**config.mk**
```make
export PLATFORM = sky130hd
export DESIGN_NAME = picorv32_wb_master
export DESIGN_NICKNAME = d
export VERILOG_FILES = /design/src/rtl/wb_defs_pkg.sv /design/src/rtl/wb_bus_timeout.sv /design/src/rtl/picorv32_wb_master.sv
export SDC_FILE = /design/constraint.sdc
export NUM_CORES = 1
export LEC_CHECK = 0
export BUFFER_PORTS_ARGS = -buffer_cell sky130_fd_sc_hd__clkbuf_2
export CELL_PAD_IN_SITES_DETAIL_PLACEMENT = 0
export CELL_PAD_IN_SITES_GLOBAL_PLACEMENT = 1
export CORE_MARGIN = 2
export CORE_UTILIZATION = 39
export DETAILED_ROUTE_END_ITERATION = 8
export GPL_TIMING_DRIVEN = 0
export PLACE_DENSITY = 0.82
export SYNTH_ARGS = -nofsm -noshare
export SYNTH_HDL_FRONTEND = slang
export SYNTH_SLANG_ARGS = --single-unit
```
**constraint.sdc**
```tcl
create_clock -name i_clk -period 2.6 [get_ports i_clk]
set_input_delay 0.65 -clock i_clk [delete_from_list [all_inputs] [get_ports i_clk]]
set_output_delay 0.65 -clock i_clk [all_outputs]
set_load 0.01 [all_outputs]
```
**src/rtl/wb_defs_pkg.sv**
```systemverilog
// Shared Wishbone definitions: bridge FSM encodings, error read data default,
// and the slave address map used by the interconnect.
package wb_defs_pkg;

  typedef enum logic [1:0] {
    ST_IDLE = 2'd0,
    ST_REQ  = 2'd1,
    ST_WAIT = 2'd2,
    ST_DONE = 2'd3
  } wb_state_e;

  localparam logic [31:0] WB_ERR_RDATA = 32'hDEAD_BEEF;
  localparam int unsigned WB_TIMEOUT_DEFAULT = 255;

  // Slave address map, decoded on the top nibble by the interconnect
  localparam logic [31:0] WB_SLV_MASK     = 32'hF000_0000;
  localparam logic [31:0] WB_SLV_RAM_BASE = 32'h8000_0000;
  localparam logic [31:0] WB_SLV_IO_BASE  = 32'h9000_0000;

  function automatic logic [3:0] wb_sel_from_wstrb(input logic [3:0] wstrb);
    return (|wstrb) ? wstrb : 4'hF;
  endfunction

endpackage

```
**src/rtl/wb_bus_timeout.sv**
```systemverilog
// Loadable down-counter: start loads the budget, enable counts it down, and
// expire flags the last permitted cycle so the bridge can finish the access.
module wb_bus_timeout #(
  parameter int unsigned LOAD_VALUE = 255
) (
  input  logic i_clk,
  input  logic i_resetn,
  input  logic i_start,
  input  logic i_clear,
  input  logic i_enable,
  output logic o_expire
);

  localparam logic [7:0] LOAD = LOAD_VALUE[7:0];

  logic [7:0] count;

  always_ff @(posedge i_clk or negedge i_resetn) begin
    if (!i_resetn) begin
      count <= 8'd0;
    end else if (i_start) begin
      count <= LOAD;
    end else if (i_clear) begin
      count <= 8'd0;
    end else if (i_enable && (count != 8'd0)) begin
      count <= count - 8'd1;
    end
  end

  assign o_expire = i_enable && (count == 8'd1);

endmodule

```
**src/rtl/picorv32_wb_master.sv**
```systemverilog
// picorv32 native memory bus to pipelined Wishbone master bridge.
// Optional bus timeout is built when WB_BRIDGE_TIMEOUT_EN is defined.
module picorv32_wb_master
  import wb_defs_pkg::*;
#(
  parameter int unsigned TIMEOUT_CYCLES = WB_TIMEOUT_DEFAULT,
  parameter logic [31:0] ERR_RDATA      = WB_ERR_RDATA
) (
  input  logic        i_clk,
  input  logic        i_resetn,
  input  logic        i_mem_valid,
  input  logic        i_mem_instr,
  input  logic [31:0] i_mem_addr,
  input  logic [31:0] i_mem_wdata,
  input  logic [3:0]  i_mem_wstrb,
  output logic        o_mem_ready,
  output logic [31:0] o_mem_rdata,
  output logic [31:0] o_wb_addr,
  output logic [31:0] o_wb_data,
  output logic [3:0]  o_wb_sel,
  output logic        o_wb_we,
  output logic        o_wb_cyc,
  output logic        o_wb_stb,
  input  logic        i_wb_ack,
  input  logic        i_wb_err,
  input  logic        i_wb_stall,
  input  logic [31:0] i_wb_data,
  output logic        o_bus_err,
  output logic [31:0] o_bus_err_addr,
  output logic        o_bus_err_instr,
  input  logic        i_err_clr
);

  wb_state_e state, state_next;
  logic      accept;
  logic      complete_ok;
  logic      complete_err;
  logic      timeout_expire;
  logic      req_instr;

`ifdef WB_BRIDGE_TIMEOUT_EN
  wb_bus_timeout #(
    .LOAD_VALUE(TIMEOUT_CYCLES)
  ) u_timeout (
    .i_clk   (i_clk),
    .i_resetn(i_resetn),
    .i_start (accept),
    .i_clear (state == ST_DONE),
    .i_enable(state == ST_WAIT),
    .o_expire(timeout_expire)
  );
`else
  assign timeout_expire = 1'b0;
`endif

  always_ff @(posedge i_clk or negedge i_resetn) begin
    if (!i_resetn) begin
      state <= ST_IDLE;
    end else begin
      state <= state_next;
    end
  end

  // Error beats ack whenever both are seen; a completing access always goes
  // through DONE so the CPU gets exactly one ready pulse.
  always_comb begin
    state_next   = state;
    accept       = 1'b0;
    complete_ok  = 1'b0;
    complete_err = 1'b0;
    case (state)
      ST_IDLE: begin
        if (i_mem_valid) begin
          state_next = ST_REQ;
        end
      end
      ST_REQ: begin
        if (!i_wb_stall) begin
          accept = 1'b1;
          if (i_wb_err) begin
            complete_err = 1'b1;
          end else if (i_wb_ack) begin
            complete_ok = 1'b1;
          end else begin
            state_next = ST_WAIT;
          end
        end
      end
      ST_WAIT: begin
        if (i_wb_err || timeout_expire) begin
          complete_err = 1'b1;
        end else if (i_wb_ack) begin
          complete_ok = 1'b1;
        end
      end
      ST_DONE: begin
        state_next = ST_IDLE;
      end
      default: begin
        state_next = ST_IDLE;
      end
    endcase
    if (complete_ok || complete_err) begin
      state_next = ST_DONE;
    end
  end

  assign o_wb_cyc    = (state == ST_REQ) || (state == ST_WAIT);
  assign o_wb_stb    = (state == ST_REQ);
  assign o_mem_ready = (state == ST_DONE);

  always_ff @(posedge i_clk or negedge i_resetn) begin
    if (!i_resetn) begin
      o_wb_addr <= 32'h0;
      o_wb_data <= 32'h0;
      o_wb_sel  <= 4'h0;
      o_wb_we   <= 1'b0;
      req_instr <= 1'b0;
    end else if ((state == ST_IDLE) && i_mem_valid) begin
      o_wb_addr <= i_mem_addr;
      o_wb_data <= i_mem_wdata;
      o_wb_sel  <= wb_sel_from_wstrb(i_mem_wstrb);
      o_wb_we   <= |i_mem_wstrb;
      req_instr <= i_mem_instr;
    end
  end

  // Successful writes leave the last read data in place
  always_ff @(posedge i_clk or negedge i_resetn) begin
    if (!i_resetn) begin
      o_mem_rdata <= 32'h0;
    end else if (complete_err) begin
      o_mem_rdata <= ERR_RDATA;
    end else if (complete_ok && !o_wb_we) begin
      o_mem_rdata <= i_wb_data;
    end
  end

  // A new error outranks a simultaneous clear; the address is only captured
  // for the first error after the flag was last cleared.
  always_ff @(posedge i_clk or negedge i_resetn) begin
    if (!i_resetn) begin
      o_bus_err       <= 1'b0;
      o_bus_err_addr  <= 32'h0;
      o_bus_err_instr <= 1'b0;
    end else if (complete_err) begin
      o_bus_err <= 1'b1;
      if (!o_bus_err) begin
        o_bus_err_addr  <= o_wb_addr;
        o_bus_err_instr <= req_instr;
      end
    end else if (i_err_clr) begin
      o_bus_err <= 1'b0;
    end
  end

endmodule

```
# Word-level counts from Yosys, hierarchy flattened
# Index checks and enable logic that the tools add are counted.
[classes] addsub=0 mul=0 div_mod_pow=0 order_cmp=0 n_eq_ne=7 shift=0 n_mux=18 n_bitwise=1 reduce_logical=12
[ops] cell="$mux W32" count=2
[ops] cell="$mux W2" count=5
[ops] cell="$ne A3 B2 Y1 const B" count=3
[ops] cell="$mux W1" count=7
[ops] cell="$pmux W2 S3" count=1
[ops] cell="$reduce_and A5 Y1" count=1
[ops] cell="$eq A2 B2 Y1 const B" count=2
[ops] cell="$mux W4" count=1
[ops] cell="$pmux W1 S2" count=2
[ops] cell="$reduce_bool A2 Y1" count=2
[ops] cell="$reduce_bool A4 Y1" count=1
[ops] cell="$reduce_or A4 Y1" count=1
[ops] cell="$ne A3 B3 Y1 const B" count=1
[ops] cell="$eq A2 B1 Y1 const B" count=1
[ops] cell="$logic_and A1 B1 Y1" count=2
[ops] cell="$logic_not A2 Y1" count=1
[ops] cell="$logic_or A1 B1 Y1" count=2
[ops] cell="$reduce_and A2 Y1" count=1
[ops] cell="$logic_not A1 Y1" count=1
[ops] cell="$not A1 Y1" count=1
[word_totals] ff_bits=138 latch_bits=0 ram_bits=0 mem_bits_ro=0 in_bits=108 output_inout_bits=138 memories=0

# Depth between registers and ports, before layout
# Gate-level depths: netlist of run 1.
[depth] depth_word=7 ltp_mapped=7 mapped_depth_nobuf=5

# Worst setup path before layout of run 1
# Ideal clock, no wire load.
[synth_timing] path_type="register -> register" from="register state[0]" to="register o_bus_err_addr[10]" setup_ps=127 arrival_ps=1689 required_ps=2473 path_slack_ps=783 path_stages_with_launch=6 n_path_buf=1 synth_period_minus_slack_ps=1817 path_cell_list="dfrtp_1 > ha_1 > and2b_2 > o2111ai_4 > buf_6 > mux2_1"
[synth_between] elab_chain_len=3
[synth_rtl] item="start, declared" line_no="picorv32_wb_master.sv:34" source="wb_state_e state, state_next;"
[synth_rtl] item="start signal, assigned" line_no="picorv32_wb_master.sv:60" source="state <= state_next;"
[synth_rtl] item="$eq A2 B1 Y1"
[synth_rtl] item="via o_wb_stb" line_no="picorv32_wb_master.sv:23" source="output logic o_wb_stb,"
[synth_rtl] item="$pmux W1 S2" line_no="picorv32_wb_master.sv:71" source="case (state)"
[synth_rtl] item="$reduce_and A2 Y1 (no line)"
[synth_rtl] item="end signal, assigned" line_no="picorv32_wb_master.sv:149" source="o_bus_err_addr <= o_wb_addr;"
[synth_rtl] item="end, declared" line_no="picorv32_wb_master.sv:29" source="output logic [31:0] o_bus_err_addr,"
# The timed path passes the listed nets, and every way through them passes these cells.
# A chain may end at the register's enable or synchronous reset.

# Final worst setup path of run 1
[layout_timing] from="register state[0]" to="output port o_wb_cyc"
[layout_between] elab_chain_len=2
[layout_rtl] item="$eq A2 B1 Y1 or $eq A2 B2 Y1 (tied branches)" line_no="picorv32_wb_master.sv:108" source="assign o_wb_cyc = (state == ST_REQ) || (state == ST_WAIT);"
[layout_rtl] item="$logic_or A1 B1 Y1 (*)" line_no="picorv32_wb_master.sv:108"
[layout_rtl] item="end, declared" line_no="picorv32_wb_master.sv:22" source="output logic o_wb_cyc,"
# Every way passes the cells marked *; elsewhere a longest branch is shown, timed or not.

==> impl_metrics.tcl, run 1 <==
set metrics [dict create \
    drv_slew 0 \
    dieWidth_um 121 \
    path_clk_slew_ns 0.06 \
    synth-compound-area-share 0.0829 \
    via_per_inst 4.82 \
    grt_use_met1 0.203 \
    async_reset_ff_frac 1.00 \
    start_util 0.399 \
    final_hold_viol_count 0 \
    final-setup-viol-count 0 \
    yosysSeqAreaShare 0.650 \
    post-place-ws_ns 0.485 \
    worst_slew_pin_slew_ns 0.600 \
    globalRouteTotalUtil 0.176 \
    relSlewSlack 0.600 \
    cp-start-kind "register" \
    io_pins 246 \
    yosys.area.top_type "dfrtp_1" \
    clock_sinks 138 \
    synthXorXnorAreaFrac 0 \
    grt_pass1_wl_um 19800 \
    rows 42 \
    ys_types 32 \
    p_per_area_nw_per_um2 1340 \
    clockBufferDepth 2 \
    synthTopCellsByArea "dfrtp_1 65%, mux2_2 14%, mux2_1 6.4%" \
    layout_setup_ws_ns 0.380 \
    io_buffers 245 \
    postCtsSetupBuffers 0 \
    met2_usage 0.294 \
    synth_adder_area_share 0.00943 \
    grt_max_degree 118 \
    n_antenna_cell 0 \
    fin_crit_sh 0.854 \
    cts_inserted_buffers 17 \
    ys_dominant_reg_cell "dfrtp_1" \
    synth_cells 335 \
    place_hpwl_um 9220 \
    antenna_found_initial 0 \
    dieArea_um2 14600 \
    run_status "finished, final reports clean" \
    hold_buffers 0 \
    busiest_layer "met2" \
    cts_resized 0 \
    worstPathArrival_ns 1.57 \
    synth_area_um2 5310 \
    cts_tree "yes" \
    synth_simple_gate_area_share 0.0269 \
    h-tree-depth 4 \
    synthTopCellsByCount "138 x dfrtp_1, 68 x mux2_2, 30 x mux2_1, 24 x o22a_1, 9 x buf_2" \
    clockRootBuffer "clkbuf_16" \
    fin_util 0.555 \
    p_leak_uw 0.00362 \
    ys_seq_elements 138 \
    postSynthNetCount 447 \
    finalNetCount 712 \
    first_pass_iters 4 \
    insertion_delay_ns 0.41 \
    drtIter0Drc 156 \
    yosysMostFrequentCell "dfrtp_1" \
    skew_ns 0.00499 \
    die_y_um 121 \
    final_antenna_net_count 0 \
    rsz0062_at_grt "false" \
    core_area_um2 13300 \
    wl_per_cell_um 15.7 \
    syn_avg_cell_area_um2 15.9 \
    cap_violations 0 \
    gp_congestion 0.768 \
    reg2reg_slack_ns 0.56 \
    syn2layout_area_growth_pct 38.9 \
    overflow 0 \
    cp_data_required_time_ns 1.95 \
    drc_errors 0 \
    setup_tns_ns 0 \
    endpoint_kind "output pin" \
    path_max_fanout 7 \
    wirelength_um 12400 \
    grt_pass1_vias 4018 \
    yosysTopAreaCellShare 0.650 \
    synth_mux_area_frac 0.208 \
    critPathKind "reg2out" \
    timing.final.crit_period_ns 2.22 \
    met3_usage 0.0623 \
    yosys_warnings 0 \
    synth_edf_count 0 \
    peakVddDrop_v 0.000641 \
    layout-drive-gt1-share 0.595 \
    hold_path.class "in2async" \
    fill_cells 1128 \
    synth_top_family_by_area "multiplexers" \
    fmax_mhz 451 \
    vias 3800 \
]
-- stage by stage --
step | area [um^2] | power, uW | cells | hold slack (ns)
finish | 7370 | 9890 | 789 | 0.0997
global route | 7370 | 10500 | 789 | 0.0864
CTS | 7370 | 10000 | 789 | 0.0846
detailed placement | 6790 | 7640 | 757 | 0.477
global placement | 6760 | 7490 | 756 | 0.469
floorplan | 5310 | 5940 | 335 | 0.354
-- report_power, final --
group | leakage (uW) | total, uW | switching, uW | internal [uW]
clock network | 0.000278 | 2330 | 874 | 1450
registers | 0.00160 | 3890 | 644 | 3240
logic | 0.00174 | 3680 | 1840 | 1840
-- layer usage --
layer	vias up	share of wire
li1	1751	-
met2	148	0.50
met4	0	0.024
met1	1877	0.40
met3	24	0.069
met5	-	0
-- state kept, by name (all words and copies together), names as in the netlist --
name	cells
o_bus_err	1
o_mem_rdata	32
o_wb_we	1
o_wb_addr	32
o_wb_sel	4
o_bus_err_addr	32
state	2
o_bus_err_instr	1
req_instr	1
o_wb_data	32
-- path summary, 6_finish.rpt --
kind,end,startpoint,depth (start not counted)
setup / recovery,o_wb_cyc,state[0],3
hold / removal,o_wb_data[25],i_resetn,1
setup reg to reg,o_bus_err_addr[10],state[0],5
hold reg to reg,o_mem_rdata[27],o_mem_rdata[27],1
max in group asynchronous,o_wb_addr[6],i_resetn,2
min in group i_clk,o_bus_err,i_err_clr,2
-- worst max-delay path: stages, from the launching register on --
cell and delay, ns:
dfrtp_1 0.41, inv_1 0.08, ha_1 0.46, clkbuf_2 0.20
-- layout make-up --
cell class | count | area (um^2) | share of cell area
tap | 176 | 220 | 0.0299
clock buffer | 20 | 457 | 0.0619
buffer | 15 | 105 | 0.0143
timing repair buffer | 246 | 1260 | 0.171
multi-input combinational | 178 | 1740 | 0.236
clock inverter | 12 | 124 | 0.0168
inverter | 4 | 15.0 | 0.00204
sequential | 138 | 3450 | 0.468
-- logic make-up (layout without fill, tap and decap cells) --
logic type / after synthesis / after routing
flops: 138 / 138
mux: 98 / 98
compound gates: 50 / 50
simple gates: 26 / 26
buf+inv: 19 / 297
fa+ha+maj: 4 / 4
-- cells in the final DEF (no fill, tap or decap), drive strengths merged, types with 3 or more instances in the layout --
master,netlist,final
clkbuf,1,266
dfrtp,138,138
mux2,98,98
o22a,24,24
buf,14,15
a22o,8,8
o21ai,8,8
nand2,7,7
clkinv,0,6
inv,4,4
nor3,4,4
nor2,4,4
ha,4,4
clkinvlp,0,4
o211ai,3,3
nand2b,3,3
No activity file was read; power rests on OpenSTA's default activity.
==> run 2: changes to the inputs <==
--- a/config.mk
+++ b/config.mk
@@ -8,10 +8,8 @@
 export BUFFER_PORTS_ARGS = -buffer_cell sky130_fd_sc_hd__clkbuf_2
 export CELL_PAD_IN_SITES_DETAIL_PLACEMENT = 0
 export CELL_PAD_IN_SITES_GLOBAL_PLACEMENT = 1
-export CORE_MARGIN = 2
 export CORE_UTILIZATION = 39
 export DETAILED_ROUTE_END_ITERATION = 8
-export GPL_TIMING_DRIVEN = 0
 export PLACE_DENSITY = 0.82
 export SYNTH_ARGS = -nofsm -noshare
 export SYNTH_HDL_FRONTEND = slang
==> run 2 against run 1 <==
Compared with the run above: sequential power about the same; clock skew increased by 0.0041 ns; routed wire length decreased by 4.1%; via count decreased by 0.95%; register-to-register slack improved by 0.10 ns; sequential share of layout area decreased by 0.50 points; utilization increased by 0.82 points; final area increased by 1.1%; non-clock buffer count decreased by 8; fmax increased by 0.17%; critical endpoint unchanged.
==> impl_metrics.tcl, run 2 (synthesized netlist as in run 1, its figures left out) <==
set metrics [dict create \
    run_status "finished, final reports clean" \
    worstPathArrival_ns 1.57 \
    wirelength_um 11900 \
    hold_buffers 0 \
    dieArea_um2 14100 \
    pwr-share-comb 0.352 \
    path_max_fanout 7 \
    p_leak_uw 0.00367 \
    r2r_end "o_wb_addr[2]" \
    h-tree-depth 4 \
    core_area_um2 13200 \
    insertion_delay_ns 0.41 \
    p_sw_frac 0.321 \
    overflow 0 \
    cts_inserted_buffers 17 \
    cts_resized 0 \
    via_per_inst 4.82 \
    peakVddDrop_v 0.000599 \
    critPathKind "reg2out" \
    final-setup-viol-count 0 \
    dieWidth_um 119 \
    antenna_found_initial 0 \
    multi_input_area_um2 1740 \
    slowest_stage "ha_1" \
    cp_data_required_time_ns 1.95 \
    power_frac_clock 0.272 \
    cts_tree "yes" \
    endpoint_kind "output pin" \
    finalNetCount 704 \
    drtIter0Drc 125 \
    clock_sinks 138 \
    drv_slew 0 \
    final_cell_area_um2 7450 \
    hold_path.class "in2async" \
    final_cells 781 \
    rsz0062_at_grt "false" \
    layout_setup_ws_ns 0.384 \
    skew_ns 0.00914 \
    crit_cells 3 \
    clockBufferDepth 2 \
    place_area_um2 6760 \
    postCtsSetupBuffers 0 \
    place_hpwl_um 8730 \
    r2r-start "state[0]" \
    grt_pass1_vias 3938 \
    r2r_cells 5 \
    io_pins 246 \
    grt_pass1_wl_um 19500 \
    timing.final.crit_period_ns 2.22 \
    globalRouteTotalUtil 0.179 \
    post-place-ws_ns 0.639 \
    dp_cells 749 \
    fmax_mhz 451 \
    register_area_um2 3450 \
    path_buf_inv 2 \
    drc_errors 0 \
    relSlewSlack 0.679 \
    layout-drive-gt1-share 0.590 \
    fin_crit_sh 0.852 \
    path_clk_slew_ns 0.05 \
    cpPeakStageDelay_ns 0.46 \
    cp-start-kind "register" \
    io_buffers 245 \
    die_y_um 119 \
    final_hold_viol_count 0 \
    reg2reg_slack_ns 0.66 \
    syn2layout_area_growth_pct 40.4 \
    fill_cells 1124 \
    final_cell_mix "244 x clkbuf_2, 138 x dfrtp_1, 68 x mux2_2, 30 x mux2_1, 24 x o22a_1" \
    setup_tns_ns 0 \
    n_antenna_cell 0 \
    grt_max_degree 57 \
    gp_congestion 0.741 \
    first_pass_iters 4 \
    intPower_uw 6990 \
    final_antenna_net_count 0 \
    rows 42 \
    switchingPower_uw 3310 \
    worst_slew_pin_slew_ns 0.482 \
    cap_violations 0 \
    start_util 0.401 \
    final_common_cell "clkbuf_2" \
    wl_per_cell_um 15.2 \
    vias 3764 \
    path_cells "inv_1, ha_1, clkbuf_2" \
    crit_family "adder cells" \
    p_per_area_nw_per_um2 1380 \
    seqPwrFrac 0.377 \
    clockRootBuffer "clkbuf_16" \
]
[run 2: cell types whose count changed in the layout (fill, tap and decap cells not counted)]
cell	change
buf_2	-9
buf_4	+5
bufinv_16	+5
buf_6	-4
clkinv_2	-4
buf_12	+3
clkinvlp_4	-3
clkbuf_8	-2
buf_16	-1
clkbuf_1	+1
inv_6	+1
nand2_1	-1
nand2_4	+1
[run 2: per-layer routing]
layer / wire, um / up-vias / track usage
li1: - / 1735 / -
met1: 4850 / 1860 / 0.207
met4: 214 / 0 / 0.0744
met5: 0 / - / 0
met2: 5990 / 150 / 0.298
met3: 835 / 19 / 0.0681
[run 2: metrics by stage]
step	total power, uW	utilization	hold slack, ns
6_report	10300	0.563	0.162
5_1_grt	10900	0.563	0.170
4_1_cts	10400	0.563	0.163
3_5_place_dp	7600	0.511	0.476
3_3_place_gp	7450	0.511	0.472
2_1_floorplan	5940	-	0.354
[run 2: worst max-delay path by stage]
stage	start	end	slack, ns
after floorplan	state[0]	o_bus_err_addr[10]	0.78
after global placement	i_mem_valid	o_wb_addr[0]	0.67
after detailed placement	i_mem_valid	o_wb_addr[2]	0.64
after CTS	state[0]	o_wb_cyc	0.36
after global routing	state[0]	o_wb_cyc	0.28
final	state[0]	o_wb_cyc	0.38
[run 2: worst reg2reg max path, cell delays in order, from the launching register on]
cell     delay [ns]
dfrtp_1        0.41
inv_1          0.09
ha_1           0.26
nand2_4        0.38
buf_4          0.32
mux2_2         0.36
[run 2: cell type report]
type / count / area share
inverter: 4 / 0.00201
clock buffer: 21 / 0.0604
timing repair buffer: 253 / 0.178
clock inverter: 11 / 0.0322
sequential: 138 / 0.463
multi-input combinational: 178 / 0.234
tap: 176 / 0.0295
[run 2: power groups by stage]
stage / logic, uW / clock network (uW) / registers [uW]
floorplan: 1610 / 0 / 4330
global placement: 3590 / 0 / 3860
detailed placement: 3680 / 0 / 3910
CTS: 3690 / 2860 / 3890
global route: 3940 / 2960 / 4030
finish: 3620 / 2800 / 3880
==> run 3: changes to the inputs <==
--- a/config.mk
+++ b/config.mk
@@ -5,12 +5,14 @@
 export SDC_FILE = /design/constraint.sdc
 export NUM_CORES = 1
 export LEC_CHECK = 0
+export ABC_AREA = 1
 export BUFFER_PORTS_ARGS = -buffer_cell sky130_fd_sc_hd__clkbuf_2
 export CELL_PAD_IN_SITES_DETAIL_PLACEMENT = 0
 export CELL_PAD_IN_SITES_GLOBAL_PLACEMENT = 1
-export CORE_UTILIZATION = 39
+export CORE_MARGIN = 5
+export CORE_UTILIZATION = 36
 export DETAILED_ROUTE_END_ITERATION = 8
-export PLACE_DENSITY = 0.82
+export PLACE_DENSITY = 0.83
 export SYNTH_ARGS = -nofsm -noshare
 export SYNTH_HDL_FRONTEND = slang
 export SYNTH_SLANG_ARGS = --single-unit
==> run 3 against run 2 <==
Compared with the run above: critical path type unchanged; register-to-register slack improved by 0.15 ns; clock-buffer cell count up 1; total power shrank 3.4%; largest power group unchanged.
==> impl_metrics.tcl, run 3 <==
set metrics [dict create \
    run_status "finished, final reports clean" \
    cp_data_required_time_ns 1.95 \
    overflow 0 \
    path_clk_slew_ns 0.06 \
    p_per_area_nw_per_um2 1300 \
    yosysTopAreaCellShare 0.624 \
    grt_pass1_wl_um 24900 \
    wirelength_um 15300 \
    postSynthNetCount 773 \
    final_hold_viol_count 0 \
    grt_pass1_vias 4893 \
    worstPathArrival_ns 1.37 \
    fmax_mhz 495 \
    syn2layout_area_growth_pct 37.8 \
    die_y_um 134 \
    clock_sinks 138 \
    yosysMostFrequentCell "nand2_1" \
    yosysSeqAreaShare 0.624 \
    via_per_inst 4.35 \
    vias 4818 \
    hold_path.class "in2async" \
    postCtsSetupBuffers 0 \
    grt_max_degree 55 \
    ys_dominant_reg_cell "dfrtp_1" \
    cts_tree "yes" \
    synth_cells 661 \
    io_buffers 245 \
    insertion_delay_ns 0.41 \
    layout-drive-gt1-share 0.321 \
    path_max_fanout 4 \
    fill_cells 1517 \
    cts_resized 0 \
    io_pins 246 \
    timing.final.crit_period_ns 2.02 \
    drtIter0Drc 206 \
    rows 45 \
    cts_inserted_buffers 17 \
    final_common_cell "nand2_1" \
    h-tree-depth 4 \
    critPathKind "reg2out" \
    cap_violations 0 \
    relSlewSlack 0.618 \
    ys_types 17 \
    skew_ns 0.00792 \
    cp-start-kind "register" \
    clockBufferDepth 2 \
    dieArea_um2 18000 \
    synthTopCellsByCount "423 x nand2_1, 138 x dfrtp_1, 36 x inv_1, 14 x clkbuf_1, 9 x buf_2" \
    syn_avg_cell_area_um2 8.38 \
    synthTopCellsByArea "dfrtp_1 62%, nand2_1 29%, inv_1 2.4%" \
    final_antenna_net_count 0 \
    rsz0062_at_grt "false" \
    globalRouteTotalUtil 0.175 \
    hold_ws_ns 0.171 \
    yosys.area.top_type "dfrtp_1" \
    hold_buffers 0 \
    gp_congestion 0.745 \
    antenna_found_initial 0 \
    worst_slew_pin_slew_ns 0.572 \
    place_hpwl_um 10900 \
    core_area_um2 15100 \
    wl_per_cell_um 13.8 \
    drv_slew 0 \
    final_cell_mix "422 x nand2_1, 244 x clkbuf_2, 138 x dfrtp_1, 35 x inv_1, 17 x clkbuf_16" \
    fin_crit_sh 0.777 \
    finalNetCount 1018 \
    setup_tns_ns 0 \
    synth_area_um2 5540 \
    clockRootBuffer "clkbuf_16" \
    async_reset_ff_frac 1.00 \
    n_antenna_cell 0 \
    drc_errors 0 \
    first_pass_iters 4 \
    peakVddDrop_v 0.000567 \
    yosys_warnings 0 \
    final-setup-viol-count 0 \
    p_leak_uw 0.00466 \
    dieWidth_um 134 \
    start_util 0.366 \
    synth_edf_count 0 \
    endpoint_kind "output pin" \
    ys_seq_elements 138 \
]
-- run 3: report_power, final --
group,switching [uW],internal [uW]
Sequential,598,3110
Clock,903,1810
Combinational,2170,1360
Total,3670,6280
-- run 3: path summary, 6_finish.rpt --
check                                 from            endpoint  slack (ns)  depth (start not counted)
hold reg to reg            o_mem_rdata[18]     o_mem_rdata[18]        0.48                          2
max in group asynchronous         i_resetn       o_wb_addr[29]        1.71                          2
setup reg to reg                  state[1]  o_bus_err_addr[19]        0.81                          8
hold / removal                    i_resetn     o_mem_rdata[13]        0.17                          1
setup / recovery                  state[0]            o_wb_cyc        0.58                          3
min in group i_clk               i_err_clr           o_bus_err        0.43                          2
-- run 3: cells by family (layout without fill, tap and decap cells) --
kind of cell | Yosys count | after routing | synth area share
simple gates | 435 | 435 | 0.298
flops | 138 | 138 | 0.624
buf+inv | 69 | 327 | 0.0522
compound gates | 15 | 15 | 0.0169
fa+ha+maj | 4 | 4 | 0.00904
-- run 3: metal layers --
metal,up-vias,wire [um],global-route usage
met1,2178,6710,0.217
met5,-,0,0
met2,162,7200,0.288
li1,2463,-,-
met4,0,240,0.0617
met3,15,1150,0.0563
-- run 3: cell type report --
type | instances | area, um^2 | area share
repair buffers | 256 | 1330 | 0.174
inverters | 39 | 146 | 0.0192
flip-flops and latches | 138 | 3450 | 0.453
well taps | 188 | 235 | 0.0308
multi-input cells | 454 | 1800 | 0.235
clock buffers | 22 | 484 | 0.0635
clock inverters | 10 | 186 | 0.0244
-- run 3: metrics by stage --
| step | cells | setup WS (ns) | util | instance area, um^2 | total power [uW] |
|---|---|---|---|---|---|
| floorplan | 661 | 1.05 | - | 5540 | 5710 |
| global placement | 1075 | 0.849 | 0.459 | 6960 | 7300 |
| detailed placement | 1075 | 0.777 | 0.459 | 6960 | 7350 |
| CTS | 1107 | 0.564 | 0.504 | 7630 | 10100 |
| global route | 1107 | 0.526 | 0.504 | 7630 | 10700 |
| finish | 1107 | 0.579 | 0.504 | 7630 | 9940 |
-- run 3: critical path, cell delays in order (launching register included) --
cell      delay (ns)
dfrtp_1         0.40
inv_1           0.09
ha_1            0.33
clkbuf_2        0.15
